### src/rtl/async_fifo_pkg.sv
// Shared pointer helpers for the dual-clock FIFO (read-side empty and write-side full generators).
package async_fifo_pkg;

  localparam int ADDR_WIDTH = 4;
  localparam int PTR_WIDTH  = ADDR_WIDTH + 1;
  localparam int DEPTH      = 1 << ADDR_WIDTH;

  function automatic int ptr_width(input int addr_width);
    return addr_width + 1;
  endfunction

  function automatic int fifo_depth(input int addr_width);
    return 1 << addr_width;
  endfunction

  function automatic logic [31:0] bin2gray(input logic [31:0] bin);
    return (bin >> 1) ^ bin;
  endfunction

  // Zero-extended inputs decode correctly because leading zeros leave the prefix XOR unchanged.
  function automatic logic [31:0] gray2bin(input logic [31:0] gray);
    logic [31:0] bin;
    bin[31] = gray[31];
    for (int i = 30; i >= 0; i--) begin
      bin[i] = bin[i+1] ^ gray[i];
    end
    return bin;
  endfunction

endpackage

### src/rtl/gray2bin_conv.sv
// Combinational Gray-to-binary decoder: each binary bit is the XOR of all Gray bits at or above it.
module gray2bin_conv #(
  parameter int Width = 5
) (
  input  logic [Width-1:0] gray,
  output logic [Width-1:0] bin
);

  for (genvar i = 0; i < Width; i++) begin : g_bit
    assign bin[i] = ^gray[Width-1:i];
  end

endmodule

### src/rtl/rptr_empty.sv
// Read-domain pointer, empty flag, fill level and underflow status for the dual-clock FIFO.
// Optional almost-empty flag is built only when ASYNC_FIFO_ALMOST_EMPTY_EN is defined.
module rptr_empty
  import async_fifo_pkg::*;
#(
  parameter int Addr_Width = 4,
  parameter int AE_Thresh  = 2
) (
  input  logic                  rclk,
  input  logic                  rrst_n,
  input  logic                  rinc,
  input  logic [Addr_Width:0]   rq2_wptr,
  input  logic                  rclr_uf,
  output logic [Addr_Width-1:0] raddr,
  output logic [Addr_Width:0]   rptr,
  output logic                  rempty,
  output logic [Addr_Width:0]   rlevel,
  output logic                  runderflow,
  output logic                  ralmost_empty
);

  localparam int PtrW  = ptr_width(Addr_Width);
  localparam int Depth = fifo_depth(Addr_Width);

  if (AE_Thresh < 0 || AE_Thresh > Depth) begin : g_bad_thresh
    $error("rptr_empty: AE_Thresh must lie within 0..2**Addr_Width");
  end

  logic [PtrW-1:0] rbin;
  logic [PtrW-1:0] rbinnext;
  logic [PtrW-1:0] rgraynext;
  logic [PtrW-1:0] wbin;
  logic [PtrW-1:0] level_next;
  logic            rd_ok;

  gray2bin_conv #(.Width(PtrW)) u_wptr_dec (
    .gray (rq2_wptr),
    .bin  (wbin)
  );

  assign rd_ok      = rinc & ~rempty;
  assign rbinnext   = rbin + PtrW'(rd_ok);
  assign rgraynext  = PtrW'(bin2gray(32'(rbinnext)));
  // Modular subtraction keeps the level right when either pointer wraps past its top value.
  assign level_next = wbin - rbinnext;
  assign raddr      = rbin[Addr_Width-1:0];

  always_ff @(posedge rclk or negedge rrst_n) begin
    if (!rrst_n) begin
      rbin   <= '0;
      rptr   <= '0;
      rempty <= 1'b1;
      rlevel <= '0;
    end else begin
      rbin   <= rbinnext;
      rptr   <= rgraynext;
      rempty <= (rgraynext == rq2_wptr);
      rlevel <= level_next;
    end
  end

  // A fresh underflow takes priority over a clear arriving in the same cycle.
  always_ff @(posedge rclk or negedge rrst_n) begin
    if (!rrst_n) begin
      runderflow <= 1'b0;
    end else if (rinc && rempty) begin
      runderflow <= 1'b1;
    end else if (rclr_uf) begin
      runderflow <= 1'b0;
    end
  end

`ifdef ASYNC_FIFO_ALMOST_EMPTY_EN
  always_ff @(posedge rclk or negedge rrst_n) begin
    if (!rrst_n) begin
      ralmost_empty <= 1'b1;
    end else begin
      ralmost_empty <= (level_next <= PtrW'(AE_Thresh));
    end
  end
`else
  assign ralmost_empty = 1'b0;
`endif

endmodule

### config.mk
export PLATFORM = sky130hd
export DESIGN_NAME = rptr_empty
export DESIGN_NICKNAME = d
export VERILOG_FILES = /design/src/rtl/async_fifo_pkg.sv /design/src/rtl/gray2bin_conv.sv /design/src/rtl/rptr_empty.sv
export SDC_FILE = /design/constraint.sdc
export NUM_CORES = 1
export LEC_CHECK = 0
export BUFFER_PORTS_ARGS = -buffer_cell sky130_fd_sc_hd__buf_4
export CAP_MARGIN = 25
export CORE_MARGIN = 3
export CORE_UTILIZATION = 50
export DETAILED_ROUTE_END_ITERATION = 7
export GPL_TIMING_DRIVEN = 1
export PLACE_DENSITY = 0.79
export REMOVE_ABC_BUFFERS = 1
export SLEW_MARGIN = 40
export SYNTH_ARGS = -nofsm -noshare
export SYNTH_HDL_FRONTEND = slang
export SYNTH_HIERARCHICAL = 1
export SYNTH_SLANG_ARGS = --single-unit
### constraint.sdc
create_clock -name rclk -period 4.4 [get_ports rclk]
set_input_delay 0.44 -clock rclk [delete_from_list [all_inputs] [get_ports rclk]]
set_output_delay 0.44 -clock rclk [all_outputs]
set_load 0.01 [all_outputs]
==> run_results.csv <==
group,metric,value,unit
global_routing,grt.total_usage,16.3,%
timing,tns,0,ps
logic_synthesis,synthFlopType,"dfrtp_1",
global_routing,grt_pass1_wl,2990,um
drt,wl,1650,um
timing,grt_setup_unrepaired,"false",
critical_path,cp_max_fo,5,
logic_synthesis,synth_area,913,um^2
place,io_buffers,24,
logic_synthesis,synth-seq-cells,16,
timing,drv_slew,0,
final_layout,layout-drive-gt1-share,31.7,%
clock_tree,htreeDepth,1,
drt,met2_length,826,um
critical_path,cp-start-kind,"flip-flop",
drt,vias,599,
logic_synthesis,ys_types,26,
drt,post_drt_wl_per_cell,12.9,um
logic_synthesis,synth_edf_count,0,
place,gp_congestion,0.806,
drt,firstDrtPassIters,3,
place,hpwlAfterDp,1250,um
clock_tree,numCtsBuffers,3,
power,p_leak,0.594,nW
logic_synthesis,synth_top_area_share,41.1,%
logic_synthesis,yosys.area.top_type,"dfrtp_1",
drt,ant_nets,0,
die,start_util,56.7,%
final_layout,antenna_cells,0,
place,dp_slack,1790,ps
final_layout,final_cells,128,
logic_synthesis,synth.most_common_cell,"dfrtp_1",
logic_synthesis,synth_common_cells,"dfrtp_1 (15), inv_1 (11), xnor2_1 (11), xor2_1 (9), ha_1 (5)",
clock_tree,cts_tree,"done",
status,status,"finished, final reports clean",
logic_synthesis,ys_seq_area_share,44.0,%
drt,met3RoutedLength,98,um
logic_synthesis,synth-async-reset-ratio,100,%
die,dieWidth,48.7,um
logic_synthesis,synth_area_leaders,"dfrtp_1 (41%), xnor2_1 (11%), xor2_1 (8.6%)",
drt,remaining_drc_errors,0,
timing,max_freq,0.397,GHz
timing,skew,0.634,ps
power,ir_drop,0.000487,V
clock_tree,root_buffer,"clkbuf_4",
timing,hold_viol,0,
die,rows,14,
power,power_per_cell_area,827,nW/um^2
die,die-height,48.7,um
critical_path,worstSetupPathType,"flip-flop to flip-flop",
drt,routed_via_density,4.68,
final_layout,final_nets,120,
drt,met1_length,695,um
drt,highest_layer,"met4",
timing,setup_viol,0,
logic_synthesis,synth_cells,77,
die,die_area,2380,um^2
timing,finalCriticalPeriod,2520,ps
global_routing,first_global_vias,648,
global_routing,grt_max_degree,17,
clock_tree,clkTransAtPathRegs,90,ps
job,cap_violations,0,
global_routing,grt.overflow.total,0,
die,io_pins,26,
final_layout,syn_to_final_growth,26.4,%
global_routing,grt_antenna_before_repair,0,
drt,drtIter0Drc,5,
die,core-area,1610,um^2
timing,finalCritPeriodShare,57.3,%
clock_tree,cts.sinks,16,
hold_path,hp-class,"primary input to flip-flop",
logic_synthesis,avgSynthCellArea,11.9,um^2
clock_tree,clk_path_buf_depth,2,
place,dp_cells,123,
clock_tree,clk_latency,280,ps
timing,setup_slack,1880,ps
critical_path,required,4570,ps
clock_tree,cts_resized,0,
logic_synthesis,ys_warn_count,6,
critical_path,crit_path_end_kind,"flip-flop",
critical_path,critical_path_arrival,2690,ps
==> critical path: stages (launching register included) <==
cell and delay (ps):
dfstp_2 550, nor2b_1 50, ha_1 240, ha_1 290, xnor2_2 320, ha_1 330
a21o_1 180, maj3_2 320, xnor2_1 130
==> logic make-up (layout without fill, tap and decap cells) <==
group | after synthesis | count (layout) | synth area share, %
other | 1 | 1 | 0.411
DFF | 16 | 16 | 44.0
AOI/OAI and AO/OA | 7 | 7 | 6.03
adders and majority gates | 7 | 7 | 10.3
xor gates and xnor gates | 24 | 24 | 27.7
buffers and inverters | 13 | 40 | 6.16
and+or+nand+nor | 9 | 9 | 5.48
==> per-layer routing <==
metal  up-vias  track usage, %
li1        297               -
met1       281            19.5
met2        17            26.5
met3         4            4.91
met4         0            8.53
met5         -               0
==> layout make-up <==
class,instances,area [um^2]
timing repair buffer,25,190
tap,24,30.0
clock buffer,4,36.3
multi-input combinational,48,455
sequential,16,402
inverter,11,41.3
fill,135,457
==> report_power, final <==
group,total (mW),leakage [nW],internal (mW),switching [mW]
combinational,0.577,0.384,0.299,0.279
clock,0.0968,0.0210,0.0504,0.0464
sequential,0.281,0.188,0.230,0.0509
total,0.955,0.594,0.579,0.376
==> sequential cells by signal, summed over array words and instances, names as in the netlist <==
signal	flops
rbin	5
rlevel	5
rempty	1
runderflow	1
rptr	4
==> placed cells by master (no fill, tap or decap), types with 2 or more instances in the layout <==
cell      count
xnor2_1      11
clkbuf_4      3
buf_4        24
nand2_1       3
xnor3_1       2
dfrtp_1      15
xor2_1        9
a21o_1        2
inv_1        11
ha_1          5
==> what timing repair did <==
action / CTS / global route
hold buffers: 1 / 0
setup buffers: 0 / 0
endpoints found under the hold margin: 15 / 0
==> per-stage QoR <==
| step | power (mW) | util, % | instance area, um^2 | hold slack, ps |
|---|---|---|---|---|
| 5_1_grt | 1.05 | 71.7 | 1150 | 321 |
| 4_1_cts | 0.969 | 71.7 | 1150 | 336 |
| 6_report | 0.955 | 71.7 | 1150 | 342 |
| 2_1_floorplan | 0.670 | - | 898 | 144 |
| 3_3_place_gp | 0.850 | 68.8 | 1110 | 308 |
| 3_5_place_dp | 0.861 | 68.8 | 1110 | 310 |
==> worst paths after layout <==
path / startpoint / endpoint / slack [ps] / depth (start not counted)
min in group asynchronous: rrst_n / rptr[0] / 530 / 2
max in group asynchronous: rrst_n / rempty / 3620 / 2
max reg2reg: rempty / rlevel[4] / 1880 / 8
min: rclr_uf / runderflow / 340 / 2
min reg2reg: runderflow / runderflow / 530 / 2
max: rempty / rlevel[4] / 1880 / 8
Power figures use the tool's default switching activity.
